File: config.mk
export PLATFORM = sky130hd
export DESIGN_NAME = block_serializer
export DESIGN_NICKNAME = d
export VERILOG_FILES = /design/src/rtl/block_serializer.sv
export SDC_FILE = /design/constraint.sdc
export NUM_CORES = 1
export LEC_CHECK = 0
export BUFFER_PORTS_ARGS = -buffer_cell sky130_fd_sc_hd__clkbuf_2
export CAP_MARGIN = 20
export CORE_ASPECT_RATIO = 1.5
export CORE_MARGIN = 2
export CORE_UTILIZATION = 35
export CTS_BUF_LIST = sky130_fd_sc_hd__clkbuf_8
export DETAILED_ROUTE_END_ITERATION = 7
export GPL_TIMING_DRIVEN = 0
export PLACE_DENSITY = 0.62
export SYNTH_ARGS = -nofsm -noshare
export SYNTH_HDL_FRONTEND = slang
export SYNTH_SLANG_ARGS = --single-unit
File: constraint.sdc
create_clock -name clk -period 1.84 [get_ports clk]
set_clock_uncertainty 0.15 [all_clocks]
set_input_delay 0.184 -clock clk [delete_from_list [all_inputs] [get_ports clk]]
set_output_delay 0.184 -clock clk [all_outputs]
set_load 0.03 [all_outputs]
File: src/rtl/block_serializer.sv
// block_serializer: parallel-to-serial transmitter.
// A WIDTH-bit block is taken over a load valid/ready handshake and is then
// shifted out one bit per accepted serial cycle, MSB- or LSB-first.
// Ports:
//   clk, clear_b             clock, asynchronous active-low reset
//   load_valid/load_ready    parallel-side handshake
//   parallel_in, lsb_first   block and bit order, sampled at load
//   serial_ready             sink accepts the current bit
//   serial_out/serial_valid  current bit and its qualifier
//   frame_start/frame_end    first / last bit of a frame
//   busy                     frame in progress
//   bit_count                index of the current bit within the frame
module block_serializer #(
    parameter int unsigned WIDTH = 64,
    parameter int unsigned CNT_W = 6
) (
    input  logic             clk,
    input  logic             clear_b,
    input  logic             load_valid,
    output logic             load_ready,
    input  logic [WIDTH-1:0] parallel_in,
    input  logic             lsb_first,
    input  logic             serial_ready,
    output logic             serial_out,
    output logic             serial_valid,
    output logic             frame_start,
    output logic             frame_end,
    output logic             busy,
    output logic [CNT_W-1:0] bit_count
);

    localparam logic [CNT_W-1:0] LAST_IDX = CNT_W'(WIDTH - 1);

    typedef enum logic {
        IDLE  = 1'b0,
        SHIFT = 1'b1
    } state_t;

    state_t           r_state;
    logic [WIDTH-1:0] r_sr;
    logic             r_lsb;
    logic [CNT_W-1:0] r_cnt;

    logic w_shift;
    logic w_last;
    logic w_xfer;
    logic w_load;

    // Handshake decode; load_ready opens in the last transfer cycle so
    // frames can follow each other with no idle cycle.
    assign w_shift    = (r_state == SHIFT);
    assign w_last     = (r_cnt == LAST_IDX);
    assign w_xfer     = w_shift & serial_ready;
    assign load_ready = clear_b & (~w_shift | (w_xfer & w_last));
    assign w_load     = load_valid & load_ready;

    // Serial-side outputs decoded from the registered state
    assign serial_out   = w_shift & (r_lsb ? r_sr[0] : r_sr[WIDTH-1]);
    assign serial_valid = w_shift;
    assign busy         = w_shift;
    assign frame_start  = w_shift & (r_cnt == '0);
    assign frame_end    = w_shift & w_last;
    assign bit_count    = r_cnt;

    // Frame FSM with shift register and bit counter
    always_ff @(posedge clk or negedge clear_b) begin
        if (!clear_b) begin
            r_state <= IDLE;
            r_sr    <= '0;
            r_lsb   <= 1'b0;
            r_cnt   <= '0;
        end else if (w_load) begin
            r_state <= SHIFT;
            r_sr    <= parallel_in;
            r_lsb   <= lsb_first;
            r_cnt   <= '0;
        end else if (w_xfer) begin
            if (w_last) begin
                r_state <= IDLE;
                r_sr    <= '0;
                r_cnt   <= '0;
            end else begin
                r_sr  <= r_lsb ? (r_sr >> 1) : (r_sr << 1);
                r_cnt <= r_cnt + CNT_W'(1);
            end
        end
    end

endmodule

# Yosys cells after proc, flatten, opt, wreduce, memory -nomap -nowiden
# Cells that the tools add are included.
dict set report word_totals {
  ff_bits 72
  in_bits 69
  word_cells 30
}
dict set report op_classes {
  add_sub_neg 1
  n_eq_ne 1
  mux 11
  n_bitwise 9
  reduce_logical 4
}
# op n
set op_table {}
lappend op_table {{2-to-1 mux 64 bit} 4}
lappend op_table {{2-to-1 mux 6 bit} 3}
lappend op_table {{AND 1 bit} 7}
lappend op_table {{adder 6 x 1 -> 6 bit, second input constant} 1}
lappend op_table {{== test 6 bit, second input constant} 1}
lappend op_table {{logical NOT 6 bit} 1}
lappend op_table {{2-to-1 mux 1 bit} 4}
lappend op_table {{nonzero test 2 bit} 2}
lappend op_table {{AND reduction 2 bit} 1}
lappend op_table {{NOT 1 bit} 1}
lappend op_table {{bitwise OR 1 bit} 1}

# Depth between registers and ports, before layout
# Gate-level depths: netlist of the first run.
dict set report logic_depth {
  depth_word 7
  ltp_mapped 7
  ltp_nobuf 5
}

# Least setup slack after synthesis of the first run
# OpenSTA, ideal clock, no wires.
dict set report synth_path {
  path_kind {reg2out}
  start {register r_cnt[3], in the netlist bit_count[3]}
  end {output port frame_start}
  t_arrival_ns 1.924
  t_required_ns 1.506
  slack_ns -0.418
  stages_incl_launch_ff 4
  path_buffers 1
  cell_sequence {dfrtp_1 > buf_2 > or4b_1 > nor3b_1}
}
dict set report synth_via {
  elab_chain_cells 2
}
# element line_no
set synth_lines {}
lappend synth_lines {{start, declared} 42} ;# logic [CNT_W-1:0] r_cnt;
lappend synth_lines {{start signal, assigned} 84} ;# r_cnt <= r_cnt + CNT_W'(1);
lappend synth_lines {{logical NOT 6 bit} 61} ;# assign frame_start = w_shift & (r_cnt == '0);
lappend synth_lines {{AND 1 bit} 61}
lappend synth_lines {{end, declared} 26} ;# output logic frame_start,
# Every way passes these cells.

# Worst setup path in the final report of the first run
dict set report layout_path {
  start {register r_cnt[1], in the netlist bit_count[1]}
  end {output port frame_start}
}
# Same word-level chain as after synthesis.

==> results of run 1 <==
-- layout make-up --
| class | count | area (um^2) |
|---|---|---|
| Inverter | 4 | 15.0 |
| Clock inverter | 4 | 67.6 |
| Buffer | 30 | 220 |
| Clock buffer | 12 | 165 |
| Sequential cell | 72 | 1810 |
| Fill cell | 1112 | 5640 |
| Tap cell | 150 | 188 |
| Multi-Input combinational cell | 297 | 2100 |
| Timing Repair Buffer | 155 | 1210 |
-- sequential cells by signal, summed over array words and instances, names as in the netlist --
name       count
r_lsb          1
busy           1
bit_count      6
r_sr          64
-- layer usage --
layer | global-route usage | wire length (um)
met5 | 0 | 0
met4 | 0.0730 | 196
met3 | 0.0272 | 285
met2 | 0.283 | 5330
met1 | 0.213 | 4640
-- metrics by stage --
step / std cells / setup slack [ns] / instance area (um^2) / power [uW]
2_1_floorplan: 405 / -0.0418 / 4090 / 4150
4_1_cts: 718 / -0.334 / 5630 / 6320
3_5_place_dp: 636 / -0.315 / 4710 / 4710
3_3_place_gp: 635 / -1.42 / 4680 / 4620
6_report: 724 / -0.318 / 5770 / 6320
5_1_grt: 724 / -0.389 / 5770 / 6720
-- synth_stat cells, drive strengths merged (2+ instances only) --
cell	instances	area [um^2]
xor2	2	17.5
dfrtp	72	1800
o21ai	4	20.0
nand3	3	15.0
nand4	2	12.5
nor2	4	15.0
and3	2	12.5
and2	3	18.8
ha	2	25.0
mux2i	63	631
clkbuf	3	11.3
inv	4	15.0
nor2b	2	12.5
nand2	137	514
o211ai	63	658
buf	29	198
-- how the worst min path moves through the flow --
stage	start	to	slack [ns]	depth (start not counted)
after CTS	clear_b	r_sr[12]	-0.44	1
after global routing	serial_ready	bit_count[3]	0.11	3
after global placement	parallel_in[23]	r_sr[23]	0.26	3
after floorplan	clear_b	bit_count[0]	-0.26	0
after detailed placement	clear_b	r_sr[13]	-0.05	1
final	serial_ready	bit_count[3]	0.08	3
-- worst max-delay path: cells and delay by family (launching register included) --
family | cells | cell delay [ns]
adders and majority gates | 1 | 0.13
and+or+nand+nor | 2 | 0.67
buffers and inverters | 2 | 0.26
DFF | 1 | 0.42
-- kinds of logic (layout without fill, tap and decap cells) --
| logic type | after synthesis | in the layout | share of synthesized area |
|---|---|---|---|
| mux | 64 | 64 | 0.158 |
| buf+inv | 36 | 205 | 0.0550 |
| flops | 72 | 72 | 0.443 |
| compound gates | 73 | 73 | 0.180 |
| xor+xnor | 3 | 3 | 0.00645 |
| simple gates | 155 | 155 | 0.152 |
| fa+ha+maj | 2 | 2 | 0.00615 |
-- power by group --
group	leakage, uW	internal, uW	switching [uW]
registers	0.000947	2210	606
logic	0.00159	1060	986
clock network	0.000125	866	598
-- timing repair --
action,4_1_cts,5_1_grt
hold endpoints to repair,138,72
pin swaps,1,2
gates resized for setup,9,26
hold buffers,66,3
cloned,0,1
buffers inserted,2,2
endpoints found under the setup margin,4,66
==> summary.txt, run 1 <==
Setup path
  • Setup crit end kind: output pin
  • Slowest stage cell, crit path: or4b_4
  • Worst Setup EP: frame_start
  • Worst r2r path cells: 7
  • CP startpoint: bit_count[1]
  • Reg2Reg Capture Point: r_sr[33]
  • Worst path max stage delay: approximately 0.47 ns
  • Worst path cell trace: inv_1, ha_1, or4b_4, nor3b_4, clkbuf_8
  • Crit path launch type: flip-flop
  • Data arrival, critical path: around 1.8 ns
  • CP Class: flip-flop to output pin
  • Maximum fanout along the worst path: 4
  • R2R Setup Slk: roughly 0.070 ns
  • Worst Path Required: ~1.5 ns
  • R2r startpoint: bit_count[1]

Global routing
  • First-pass GRT wire length: between 15000 and 20000 um
  • Overall global routing resource usage: 0.168
  • Vias in the first global route: about 3600
  • Largest net degree at the start of global routing: 62
  • Initial antenna violation count: 0
  • Total global routing overflow: 0

Die
  • Initial Util: 0.357
  • Die width: between 90 and 100 um
  • I/O pin cnt: just over 80
  • Die height: approximately 140 um
  • Core Area: 0.0114 mm^2
  • Rows: between 40 and 50
  • Die area: about 0.013 mm^2

Synthesis
  • YS warnings: 0
  • Post-synth ARST share: 1.00
  • Post-Syn Area: between 0.004 and 0.005 mm^2
  • Synthesized area per cell: between 10 and 15 um^2
  • Syn Nets: 476
  • Synth Flop Type: dfrtp_1
  • Seq cells post-synth: between 70 and 80
  • Post-synth EDFFs: 0
  • Post-synthesis cell count: approximately 410
  • Yosys cell types: 30
  • Register area share after synthesis: 0.443

Detailed routing
  • Routed WL: approximately 10000 um
  • # DRC: 0
  • Avg WL per Cell: around 14 um
  • Detailed-router iteration count before antenna repair: 6
  • Vias per cell: 4.85
  • Via count: approximately 3500
  • Starting DRC count in detailed routing: around 150
  • Antenna viol nets, final: 0

Timing
  • Post-Route Setup TNS: -0.624 ns
  • Fin crit share: 1.17
  • Setup ws final: -0.318 ns
  • Fmax: around 0.46 GHz
  • Unrepaired setup endpoints after global routing: true
  • Final setup vio count: 3
  • Fin. max-slew vios: 0
  • Slew margin rel.: 0.446
  • Worst-Margin Slew: slightly above 0.8 ns
  • Worst Hold Slack: 0.0771 ns
  • Final min period: roughly 2.2 ns
  • Hold Vio Cnt, Final: 0

Clock tree
  • Sink Count: approximately 70
  • Clock Latency Late Sink: roughly 0.35 ns
  • Root buffer cell: clkbuf_8
  • CTS clock-pin slew for the worst setup and hold paths: 0.07 ns
  • Max clock buf depth: 2
  • Total CTS buffers: 9
  • CTS tree: built
  • Max H-tree Level: 3

Finish
  • Commonest non-fill, non-tap cells in the layout: nand2_1, clkbuf_2, dfrtp_1
  • P&R area growth vs syn: 41.7%
  • Util after Layout: 0.506
  • Nets: 640
  • Leading cell type in the layout, fill and taps excluded: nand2_1
  • Antenna cells: 0
  • Fraction of layout cells with a size suffix above 1: 0.324

Placement
  • DP Wirelength: around 6900 um
  • Routability cong.: just under 0.8
  • Port Buffer Count: 80

Power and ir drop
  • Power per Cell Area: ~1100 mW/mm^2
  • Maximum vdd ir drop: between 0.7 and 0.8 mV
  • Leak: 0.00266 uW

Run status
  • Status: finished, violations left
  • Failing checks: setup timing

Run
  • Max cap viols: 0

Hold path
  • Hold Crit Class: input pin to flip-flop
Power figures use the tool's default switching activity.
==> run 2: changes to the inputs <==
--- a/config.mk
+++ b/config.mk
@@ -7,13 +7,15 @@
 export LEC_CHECK = 0
 export BUFFER_PORTS_ARGS = -buffer_cell sky130_fd_sc_hd__clkbuf_2
 export CAP_MARGIN = 20
+export CELL_PAD_IN_SITES_DETAIL_PLACEMENT = 0
+export CELL_PAD_IN_SITES_GLOBAL_PLACEMENT = 1
 export CORE_ASPECT_RATIO = 1.5
 export CORE_MARGIN = 2
 export CORE_UTILIZATION = 35
 export CTS_BUF_LIST = sky130_fd_sc_hd__clkbuf_8
 export DETAILED_ROUTE_END_ITERATION = 7
 export GPL_TIMING_DRIVEN = 0
-export PLACE_DENSITY = 0.62
+export PLACE_DENSITY = 0.75
 export SYNTH_ARGS = -nofsm -noshare
 export SYNTH_HDL_FRONTEND = slang
 export SYNTH_SLANG_ARGS = --single-unit
==> summary.txt, run 2 (synthesis gave the netlist of run 1 again) <==
Timing
  • Fin. max-slew vios: 0 (unchanged)
  • Worst-Margin Slew: 0.633 ns (-0.196 ns)
  • Setup ws final: -0.296 ns (+0.0219 ns)
  • Slew margin rel.: 0.577 (+0.131)
  • Fmax: 0.468 GHz (+1.0%)
  • Post-Route Setup TNS: -2.48 ns (-1.86 ns)
  • Final min period: 2.14 ns (-0.0219 ns)
  • Hold Vio Cnt, Final: 0 (unchanged)
  • Fin crit share: 1.16 (-0.0119)
  • Unrepaired setup endpoints after global routing: true
  • Final setup vio count: 30 (+27)

Detailed routing
  • Routed WL: 11300 um (+7.7%)
  • DR top layer: met4
  • Via count: 3669 (+4.6%)
  • Met3 Wirelength: 301 um (+5.6%)
  • # DRC: 0 (unchanged)
  • Avg WL per Cell: 15.0 um (+4.1%)
  • Wl on met1: 4650 um (+0.30%)
  • Vias per cell: 4.90 (+1.1%)
  • Detailed-router iteration count before antenna repair: 6 (unchanged)
  • Met2 wire len: 6100 um (+14%)
  • Antenna viol nets, final: 0 (unchanged)
  • Starting DRC count in detailed routing: 92 (-40%)

Hold path
  • Hold Crit Depth: 3 (unchanged)
  • Worst hold start: load_valid
  • Worst Hold Path EP: busy
  • Hold Crit Class: input pin to flip-flop

Clock tree
  • Max clock buf depth: 2 (unchanged)
  • Total CTS buffers: 9 (unchanged)
  • CTS tree: built
  • CTS clock-pin slew for the worst setup and hold paths: 0.08 ns (about the same)
  • Root buffer cell: clkbuf_8
  • Sink Count: 72 (unchanged)
  • Max H-tree Level: 3 (unchanged)
  • Clock Latency Late Sink: 0.35 ns (about the same)

Global routing
  • Initial antenna violation count: 0 (unchanged)
  • First-pass GRT wire length: 18500 um (+10%)
  • Total global routing overflow: 0 (unchanged)
  • Vias in the first global route: 3901 (+9.5%)
  • Largest net degree at the start of global routing: 63 (+1.6%)
  • Overall global routing resource usage: 0.186 (+0.0177)

Die
  • I/O pin cnt: 81 (unchanged)
  • Die area: 0.0125 mm^2 (unchanged)
  • Initial Util: 0.357 (unchanged)
  • Die height: 136 um (unchanged)
  • Rows: 48 (unchanged)
  • Core Area: 0.0114 mm^2 (unchanged)
  • Die width: 92.1 um (unchanged)

Finish
  • # fillers: 1017 (-8.5%)
  • P&R area growth vs syn: 55.7%
  • Antenna cells: 0 (unchanged)
  • Leading cell type in the layout, fill and taps excluded: nand2_1
  • Nets: 665 (+3.9%)
  • Fraction of layout cells with a size suffix above 1: 0.406 (+0.0816)
  • Top reg by flops: r_sr
  • Fin cells: 749 (+3.5%)
  • Largest register FFs: 64 (unchanged)
  • Commonest non-fill, non-tap cells in the layout: nand2_1, clkbuf_2, dfrtp_1

Placement
  • Routability cong.: 0.787 (+1.6%)
  • Placed cells: 636 (unchanged)
  • Port Buffer Count: 80 (unchanged)
  • DP Wirelength: 6990 um (+0.62%)

Setup path
  • Slowest stage cell, crit path: or4b_4
  • Worst r2r path cells: 13 (+6)
  • Maximum fanout along the worst path: 8 (+4)
  • WP buf/inv: 2 (unchanged)
  • Reg2Reg Capture Point: busy
  • R2r startpoint: bit_count[1]
  • Worst path cell trace: buf_6, or4b_4, nor3b_4, clkbuf_8
  • Data arrival, critical path: 1.80 ns (-0.02 ns)
  • Crit path launch type: flip-flop
  • R2R Setup Slk: -0.28 ns (-0.35 ns)
  • Largest delay share family, worst path: simple AND/OR/NAND/NOR gates
  • Worst path max stage delay: 0.54 ns (+0.07 ns)
  • Worst Path Required: 1.51 ns (about the same)
  • CP Class: flip-flop to output pin
  • Setup crit end kind: output pin

Power and ir drop
  • Maximum vdd ir drop: 0.536 mV (-29%)
  • Final Power: 6550 uW (+3.6%)
  • Leak: 0.00291 uW (+9.2%)
  • Power per Cell Area: 1030 mW/mm^2 (-5.7%)

Run
  • Max cap viols: 0 (unchanged)

Run status
  • Failing checks: setup timing
  • Status: finished, violations left
==> run 2: cell types whose count changed in the layout (fill, tap and decap cells not counted), sizes merged <==
cell,previous run,this run
clkinv,0,2
dlygate4sd3,68,66
clkinvlp,0,1
inv,6,5
bufinv,2,3
buf,35,59
==> run 2: tightest hold or removal path: cells and delay by family <==
family                 cells  cell delay (ns)
buffers and inverters      1             0.10
and+or+nand+nor            2             0.25
==> run 2: stage by stage <==
| step | hold slack (ns) | worst slack (ns) | util | cell area, um^2 |
|---|---|---|---|---|
| finish | 0.0651 | -0.296 | 0.556 | 6340 |
| detailed placement | -0.0668 | -0.0514 | 0.413 | 4710 |
| global route | 0.0724 | -0.358 | 0.556 | 6340 |
| floorplan | -0.262 | -0.0418 | - | 4090 |
| CTS | 0.0248 | -0.323 | 0.540 | 6160 |
| global placement | 0.256 | -1.41 | 0.410 | 4680 |
==> run 2: area by class of cell <==
class                   instances  area (um^2)  area share
inverters                       4         15.0     0.00237
multi-input cells             297         2240       0.353
plain buffers                  31          310      0.0489
repair buffers                179         1550       0.245
flip-flops and latches         72         1800       0.285
clock inverters                 7          111      0.0176
well taps                     150          188      0.0296
clock buffers                   9          124      0.0195
==> run 2: power breakdown <==
part,switching [uW],total (uW),internal (uW)
Clock,629,1520,891
Sequential,585,2790,2210
Combinational,1070,2240,1170
Total,2290,6550,4270
==> run 2: per-layer routing <==
metal / GRT usage / vias to the layer above
li1: - / 1797
met1: 0.224 / 1779
met2: 0.341 / 76
met3: 0.0183 / 17
met4: 0.0697 / 0
met5: 0 / -
==> run 2: worst max path at each step <==
stage | from | endpoint | slack, ns | cells after the start
final | bit_count[3] | frame_start | -0.30 | 4
after global routing | bit_count[3] | frame_start | -0.36 | 4
after CTS | bit_count[1] | frame_start | -0.32 | 5
after detailed placement | bit_count[0] | frame_start | -0.05 | 5
after global placement | clear_b | r_lsb | -1.41 | 5
after floorplan | bit_count[3] | frame_start | -0.04 | 3
==> run 2: what timing repair did <==
action	4_1_cts	5_1_grt
gates resized for setup	81	40
hold buffers	66	0
cloned	7	3
setup buffers	20	4
hold endpoints to repair	137	0
pin swaps	5	15
setup endpoints to repair	40	71
